[config.mk]
export PLATFORM = sky130hd
export DESIGN_NAME = shift_deser
export DESIGN_NICKNAME = d
export VERILOG_FILES = /design/src/rtl/shift_deser_pkg.sv /design/src/rtl/shift_deser_cnt.sv /design/src/rtl/shift_deser.sv
export SDC_FILE = /design/constraint.sdc
export NUM_CORES = 1
export LEC_CHECK = 0
export ABC_AREA = 1
export CORE_MARGIN = 5
export CORE_UTILIZATION = 52
export CTS_BUF_LIST = sky130_fd_sc_hd__clkbuf_8
export CTS_CLUSTER_DIAMETER = 120
export DETAILED_ROUTE_END_ITERATION = 8
export PLACE_DENSITY = 0.8
export SYNTH_ARGS = -nofsm -noshare
export SYNTH_HDL_FRONTEND = slang
export SYNTH_HIERARCHICAL = 1
export SYNTH_SLANG_ARGS = --single-unit
[constraint.sdc]
create_clock -name clk -period 1.9 [get_ports clk]
set_clock_uncertainty 0.2 [all_clocks]
set_input_delay 0.38 -clock clk [delete_from_list [all_inputs] [get_ports clk]]
set_output_delay 0.38 -clock clk [all_outputs]
set_load 0.05 [all_outputs]
[src/rtl/shift_deser_pkg.sv]
// Shared types and constants for the serial-to-parallel deserializer.
package shift_deser_pkg;

  typedef enum logic {
    IDLE  = 1'b0,
    SHIFT = 1'b1
  } state_t;

  localparam logic DIR_MSB_FIRST = 1'b0;
  localparam logic DIR_LSB_FIRST = 1'b1;

endpackage

[src/rtl/shift_deser_cnt.sv]
// Frame bit counter: clear has priority over load-of-1, which beats increment.
// term flags that N-1 bits are already in, so the next shifted bit completes the word.
module shift_deser_cnt #(
  parameter int N  = 4,
  parameter int CW = $clog2(N + 1)
) (
  input  logic clk,
  input  logic reset,
  input  logic clear,
  input  logic load1,
  input  logic inc,
  output logic term
);

  logic [CW-1:0] cnt;

  // Count received bits of the current frame
  always_ff @(posedge clk) begin
    if (reset || clear)  cnt <= '0;
    else if (load1)      cnt <= CW'(1);
    else if (inc)        cnt <= cnt + CW'(1);
  end

  assign term = (cnt == CW'(N - 1));

endmodule

[src/rtl/shift_deser.sv]
// Serial-to-parallel deserializer with start-of-frame marker, selectable bit
// order, a one-word output buffer (q/valid) and a sticky overrun flag.
module shift_deser
  import shift_deser_pkg::*;
#(
  parameter int N = 4
) (
  input  logic         clk,
  input  logic         reset,
  input  logic         en,
  input  logic         start,
  input  logic         sin,
  input  logic         dir,
  input  logic         ready,
  output logic [N-1:0] q,
  output logic         valid,
  output logic         busy,
  output logic         overrun
);

  state_t       state;
  logic [N-1:0] sr;
  logic [N-1:0] sr_shift;
  logic         dir_q;
  logic         restart;
  logic         shift_bit;
  logic         term;
  logic         complete;

  // A start strobe always opens a fresh frame, whether idle or mid-frame
  assign restart   = en & start;
  assign shift_bit = (state == SHIFT) & en & ~start;
  assign complete  = shift_bit & term;
  assign busy      = (state == SHIFT);

  assign sr_shift = (dir_q == DIR_LSB_FIRST) ? {sin, sr[N-1:1]}
                                             : {sr[N-2:0], sin};

  shift_deser_cnt #(.N(N)) u_cnt (
    .clk   (clk),
    .reset (reset),
    .clear (complete),
    .load1 (restart),
    .inc   (shift_bit & ~term),
    .term  (term)
  );

  // Frame FSM, shift register and output buffer; completed word goes straight to q
  always_ff @(posedge clk) begin
    if (reset) begin
      state   <= IDLE;
      sr      <= '0;
      dir_q   <= DIR_MSB_FIRST;
      q       <= '0;
      valid   <= 1'b0;
      overrun <= 1'b0;
    end else begin
      if (restart) begin
        state <= SHIFT;
        dir_q <= dir;
        sr    <= (dir == DIR_LSB_FIRST) ? {sin, {(N-1){1'b0}}}
                                        : {{(N-1){1'b0}}, sin};
      end else if (shift_bit) begin
        sr <= sr_shift;
        if (term) state <= IDLE;
      end

      if (complete) begin
        if (valid && !ready) begin
          overrun <= 1'b1;
        end else begin
          q     <= sr_shift;
          valid <= 1'b1;
        end
      end else if (valid && ready) begin
        valid <= 1'b0;
      end
    end
  end

endmodule

# After elaboration in Yosys (flattened, before gate mapping)
# Cells that the tools add are included.
# word_totals
word_cells,44
out_inout_bits,7
ff_bits,15
# op_classes
add_sub_neg,1
n_eq_ne,2
muxes,12
n_reduce_logical,13
bitwise_logic,8
# op_table
op,n
two-way mux 4 bit,4
two-way mux 1 bit,8
AND reduction 2 bit,4
nonzero test 2 bit,4
bitwise AND 1 bit,5
adder 3 x 1 -> 3 bit (second input constant),1
== test 3 x 2 -> 1 bit (second input constant),1
inverter 1 bit,3
logical AND 1 bit,2
!= test 2 bit (second input constant),1
OR reduction 2 bit,1
zero test 1 bit,1
logical OR 1 bit,1

# Longest topological paths before layout
# logic_depth
ltp_word,5
ltp_mapped,8
mapped_depth_nobuf,8

# Modules after synthesis
# Netlist, hierarchy kept.
# by_module_without_submodules
mod,cells_per_inst,instances,area_each_um2
shift_deser,83,1,563.0
shift_deser_cnt,23,1,158.9

# Least setup slack after synthesis
# OpenSTA, ideal clock, no wires.
# synth_path
path_kind,flip-flop to flip-flop
from,register state (netlist: busy)
to,register u_cnt.cnt[0]
t_required_ns,1.591
synth_period_minus_slack_ns,1.735
t_arrival_ns,1.426
path_stages_with_launch,8
slack_ns,0.165
setup_time_ns,0.109
cell_sequence,dfxtp_1 > nand3_1 > nor2_1 > inv_2 > nand2_1 > nand3_1 > nand2_1 > inv_1
# synth_via
elab_chain_cells,4
# synth_lines
item,line_no,rtl
from (decl),shift_deser.sv:21,state_t state;
from (signal assigned),shift_deser.sv:51,state <= IDLE;
from (signal assigned),shift_deser.sv:59,state <= SHIFT;
from (signal assigned),shift_deser.sv:65,if (term) state <= IDLE;
bitwise AND 1 bit (*) (2 in series),shift_deser.sv:32,assign shift_bit = (state == SHIFT) & en & ~start;
bitwise AND 1 bit (on tied branches),"shift_deser.sv:44, shift_deser.sv:33",
nonzero test 2 bit (no source line) / logical OR 1 bit (equally long branches),--,
to (signal assigned),shift_deser_cnt.sv:21,else if (inc) cnt <= cnt + CW'(1);
to (decl),shift_deser_cnt.sv:15,logic [CW-1:0] cnt;
# Every way passes the cells marked *; elsewhere a longest branch is shown, timed or not.
# A chain may end at the register's enable or synchronous reset.

# Worst setup path after layout
# layout_path
from,input start
to,register u_cnt.cnt[1]
# layout_via
elab_chain_cells,5
# layout_lines
item,line_no,rtl
from (decl),shift_deser.sv:11,"input logic start,"
inverter 1 bit,shift_deser.sv:32,
bitwise AND 1 bit,shift_deser.sv:32,
bitwise AND 1 bit,shift_deser.sv:33,assign complete = shift_bit & term;
net complete,shift_deser.sv:28,logic complete;
logical OR 1 bit,shift_deser_cnt.sv:19,if (reset || clear) cnt <= '0;
OR reduction 2 bit (no source line),--,
# The timed path passes the listed nets, and every way through them passes these cells.

==> reports/metrics.yaml <==
sta:
  worst_pin_slew_ns: 0.2765
  hold_viol_final: 0
  relSlewSlack_pct: 81.37
  slew_violations: 0
  setup_viol: 0
  min_period_over_period_pct: 83.68
  min_period_ns: 1.590
  tns_ns: 0
  fmax_mhz: 629.0
  rsz0062_at_grt: "false"
setup_path:
  worstPathRequired_ns: 1.87
  timing.critical_path.arrival_ns: 1.56
  cp_top_family: "buffers and inverters"
  cp-start-kind: "input port"
  path_buf_inv: 3
  worst_setup_path_end_kind: "flip-flop"
  cpPeakStageDelay_ns: 0.50
  criticalPathCategory: "input port to flip-flop"
  crit_chain: "clkdlybuf4s50_1, inv_1, nand3_1, buf_4, nor2_4, nor2_2, nand2_1, a21oi_1"
  critPathSlowestCell: "clkdlybuf4s50_1"
  cp_max_fo: 6
yosys:
  synth_fa_ha_area_share_pct: 3.466
  synthMuxAreaShare_pct: 0
  synth_seq_cells: 15
  post_synth_num_cell_types: 15
  synthXorXnorAreaFrac_pct: 0
  syn_avg_cell_area_sq_um: 6.811
  seq_area_frac_synth_pct: 41.59
  synth_top_family_by_area: "simple AND/OR/NAND/NOR gates"
  synth_warnings: 6
  synthCells: 106
  syn_nets: 115
  synthSimpleGateAreaFrac_pct: 31.54
  synth_compound_area_share_pct: 13.86
  netlist_area_sq_um: 721.9
global_route:
  grt_util_all_layers_pct: 16.13
  grt_pass1_vias: 635
  overflow: 0
  met1_usage_pct: 20.45
  grt_max_degree: 12
  grt_use_met3_pct: 3.448
  use_met2_pct: 25.40
  top_usage_layer: "met2"
  antenna_found_initial: 0
  grt_pass1_wl_um: 2587
cts:
  cts_tree: "yes"
  clk-insertion-delay-late_ns: 0.24
  cts_sinks: 15
  postCtsSetupBuffers: 0
  clk_pin_slew_worst_paths_ns: 0.06
  cts_buffers: 3
  post_cts_resized: 0
  htreeDepth: 1
  cts_buffer_depth: 2
  cts_hold_buf: 0
  cts_root_buf: "clkbuf_8"
die:
  initial_utilization_pct: 55.48
  rows: 13
  coreArea_sq_um: 1301
  chipWidth_um: 47.26
  die-area_sq_um: 2234
  io_pins: 14
  die_h_um: 47.26
detailed_routing:
  routedWlPerCell_um: 10.24
  routed_wl_um: 1444
  vias: 681
  drtPass1Iterations: 4
  vias_per_cell: 4.830
  drtAntennaViolNets: 0
  drc: 0
  drt_iter0_drc: 8
power_and_ir_drop:
  p_per_area_nw_per_um2: 702.3
  power_mw: 0.6485
  leakagePower_nw: 0.4113
  irDropWorstVdd_v: 0.0003581
placement:
  place_hpwl_um: 1168
  dpl_cell_area_sq_um: 878.3
  gp_congestion: 0.8847
  io_buffers: 13
cells_and_area:
  final_cell_mix: "24 x nand2_1, 18 x nor2_1, 17 x inv_1"
  fin_nets: 136
  area_growth_pct: 27.90
  diodes: 0
  drive_gt1_share_pct: 15.08
  final_common_cell: "nand2_1"
  design_area_sq_um: 923.4
  fillCellCount: 115
hold_path:
  hp-class: "flip-flop to flip-flop"
run:
  max_cap_viol_count: 0
outcome:
  status: "completed"
-- power by group --
group	internal [mW]	switching, mW	leakage (nW)
clock network	0.143	0.105	0.0269
registers	0.323	0.00660	0.122
logic	0.0316	0.0393	0.263
-- synth_stat cells --
library cell,n,share of area (%)
a21oi_1,8,5.5
o21a_1,2,2.1
nor2_1,18,9.4
nor2_2,2,1.7
nand3_1,6,4.2
buf_2,1,0.69
nor3_1,1,0.69
inv_2,1,0.52
o211ai_1,2,2.1
nor2_4,2,3.1
inv_1,16,8.3
ha_1,2,3.5
dfxtp_1,15,42
o21ai_0,6,4.2
nand2_1,24,12
-- state kept, by name (all words and copies together) (netlist names) --
signal and cells:
q 4, u_cnt/cnt 3, sr 4, dir_q 1
busy 1, overrun 1, valid 1
-- kinds of logic (layout without fill, tap and decap cells) --
kind of cell | Yosys count | in the layout
AND/OR/NAND/NOR | 53 | 53
flip-flops | 15 | 15
buffers and inverters | 18 | 38
AO/OA/AOI/OAI | 18 | 18
adder cells (fa/ha/maj) | 2 | 2
-- stage by stage --
| step | cells | worst slack [ns] | util, % | hold slack (ns) |
|---|---|---|---|---|
| floorplan | 106 | 0.1650 | - | 0.2363 |
| global placement | 137 | 0.1178 | 67.50 | 0.2499 |
| detailed placement | 137 | 0.07143 | 67.50 | 0.2511 |
| CTS | 141 | 0.3237 | 70.96 | 0.2602 |
| global route | 141 | 0.2151 | 70.96 | 0.2730 |
| finish | 141 | 0.3102 | 70.96 | 0.2576 |
-- metal layers --
metal  routed length (um)  part of all wire (%)
met1                  739                    51
met3                   82                   5.7
met4                   11                  0.76
met5                    0                     0
met2                  610                    42
-- cell type report --
type	count	area (sq um)	area share, %
multi-input combinational	73	352.8	38.21
tap	15	18.77	2.033
inverter	17	63.81	6.911
clock inverter	1	3.754	0.4065
sequential	15	300.3	32.52
clock buffer	3	41.29	4.472
timing repair buffer	17	142.6	15.45
-- final timing paths --
path / depth (start not counted) / start / to / slack [ns]
hold / removal: 2 / u_cnt/cnt[2]$_SDFFE_PP0P_ / u_cnt/cnt[2]$_SDFFE_PP0P_ / 0.26
setup / recovery: 8 / start / u_cnt/cnt[1]$_SDFFE_PP0P_ / 0.31
setup reg to reg: 6 / u_cnt/cnt[0]$_SDFFE_PP0P_ / u_cnt/cnt[1]$_SDFFE_PP0P_ / 0.34
hold reg to reg: 2 / u_cnt/cnt[2]$_SDFFE_PP0P_ / u_cnt/cnt[2]$_SDFFE_PP0P_ / 0.26
-- worst reg2reg max path, delay by kind of cell (launching register included) --
family                     cells  cell delay (ns)
and+or+nand+nor                2             0.25
DFF                            1             0.32
AOI/OAI and AO/OA              1             0.15
adders and majority gates      2             0.41
buffers and inverters          1             0.16
No activity file was read; power rests on OpenSTA's default activity.
==> RTL change, RTL diff (same settings) <==
`N` is set to 4 in 2 places; all go to 8.
--- a/src/rtl/shift_deser_cnt.sv
+++ b/src/rtl/shift_deser_cnt.sv
@@ -3,3 +3,3 @@
 module shift_deser_cnt #(
-  parameter int N  = 4,
+  parameter int N  = 8,
   parameter int CW = $clog2(N + 1)
--- a/src/rtl/shift_deser.sv
+++ b/src/rtl/shift_deser.sv
@@ -5,3 +5,3 @@
 #(
-  parameter int N = 4
+  parameter int N = 8
 ) (
Interface: changed (resized q); port bits go from 14 to 18. The function was not compared with the original's and may differ.
==> RTL change against the unedited design <==
  * Synthesized area increased by 59%
  * Wire length increased by 77%
  * Critical endpoint is now u_cnt/cnt[2]
  * Final area increased by 59%
  * Combinational power increased by 48%
  * Total power increased by 49%
  * Critical path type is now reg -> reg
  * Die area increased by 45%
  * Register-to-register slack got worse by 0.16 ns
  * Sequential cell count increased by 9
  * Setup slack got worse by 0.13 ns
==> RTL change: results (changes against the unedited design) <==
outcome=finished, final reports clean; post-synthesis sequential area ratio=41.8% (+0.24 points); Yosys cell types=19 (+4); layout cells sized above 1=18.8% (+3.7 points); input/output buffers=17 (+4); hpwl dp=1970 um (+69%); delay-heaviest family, CP=simple AND/OR/NAND/NOR gates; Reg2Reg Depth=10 (+4); routability-driven placement congestion ratio=0.801 (-9.5%); pin count of the biggest net entering global routing=14 (+2); WHS=0.273 ns (+0.0151 ns); global-route wire length before repair=4540 um (+75%); syn_area_per_cell=6.84 um^2 (+0.38%); CP Launch Point=u_cnt/cnt[0]; Vias/cell=5.04 (+4.3%); reg2reg end=u_cnt/cnt[2]; Initial DRC Count=22 (+14); Worst-path clk slew=0.09 ns (+0.03 ns); GRT Overall Usage=17.3% (+1.2 points); Net Count, Synth=176 (+53%); CP Data Arrival Time=1.68 ns (+0.12 ns); Hold Path Sink=sr[4]; reg-to-reg startpoint=u_cnt/cnt[0]; DRT Pass-1 Iters=5 (+1); routed length per instance=11.3 um (+11%); # diodes=0 (unchanged); number of global-route vias before repair=1164 (+83%); biggest regs=q: 8 flops, sr: 8 flops, u_cnt/cnt: 4 flops; Worst slew margin=81.0% (-0.38 points); Sw Pwr=227 uW (+50%); Crit path largest cell delay=0.40 ns (-0.10 ns); setup bufs post-CTS=0 (unchanged); CP max-delay cell=dfxtp_1; later-pin clock latency in the skew report=0.26 ns (+0.02 ns); FF-to-FF setup slack=0.18 ns (-0.16 ns); maximum VDD drop=0.558 mV (+56%); Lkg Pwr=0.642 nW (+56%); final setup vio count=0 (unchanged); placed cell count=221 (+61%); H-tree Lvls=1 (unchanged); hold path start=sr[4]; final net count=206 (+51%); Post-Layout Cell Count=225 (+60%); number of flops mapped to enable cells by yosys=0 (unchanged); Max Fanout on Critical Path=10 (+4); Synth top cells by count=39 x nand2_1, 33 x nor2_1, 24 x dfxtp_1; ranking of synthesized cells by area=dfxtp_1 42%, nand2_1 13%, nor2_1 11%
RTL change: tightest hold or removal path, cell delays in order (launching register included):
cell and delay (ns):
dfxtp_1 0.32, nand2_1 0.06, a21oi_1 0.06
RTL change: per-stage QoR:
step           worst slack (ns)  area, um^2
5_1_grt                  0.0223        1470
6_report                  0.182        1470
3_3_place_gp             0.0244        1410
4_1_cts                   0.127        1460
3_5_place_dp            -0.0371        1410
2_1_floorplan            0.0391        1150
RTL change: cell type report:
class                      count  area, um^2
fill                         186         703
multi-input combinational    121         583
sequential                    24         480
timing repair buffer          28         238
inverter                      20        75.1
clock buffer                   4        55.1
tap                           28        35.0
RTL change: power groups by stage:
stage | logic, mW | clock network [mW] | registers [mW]
3_5_place_dp | 0.104 | 0 | 0.529
6_report | 0.105 | 0.347 | 0.517
4_1_cts | 0.105 | 0.346 | 0.517
2_1_floorplan | 0.0504 | 0 | 0.533
5_1_grt | 0.115 | 0.375 | 0.519
3_3_place_gp | 0.101 | 0 | 0.528
RTL change: logic make-up (layout without fill, tap and decap cells):
group | Yosys count | count (layout) | synth area share (%)
simple gates | 90 | 90 | 34.5
compound gates | 28 | 28 | 13.4
flops | 24 | 24 | 41.8
buf+inv | 23 | 52 | 7.62
xor+xnor | 2 | 2 | 1.53
fa+ha+maj | 1 | 1 | 1.09
RTL change: timing repair:
action | in CTS | in global routing
endpoints found under the setup margin | 0 | 3
resized for setup | 0 | 1
endpoints found under the hold margin | 0 | 0
RTL change: how the worst max path moves through the flow:
stage                        end  depth (start not counted)
floorplan           u_cnt/cnt[3]                          7
global placement    u_cnt/cnt[2]                          9
detailed placement  u_cnt/cnt[2]                          9
CTS                 u_cnt/cnt[2]                         10
global route        u_cnt/cnt[2]                         10
finish              u_cnt/cnt[2]                         10
RTL change: per-layer routing:
layer / wire length, um / GRT usage, % / up-vias
met4: 65 / 10.3 / 0
met2: 1280 / 31.2 / 24
met5: 0 / 0 / -
met3: 88 / 3.62 / 11
met1: 1120 / 18.4 / 512
li1: - / - / 586
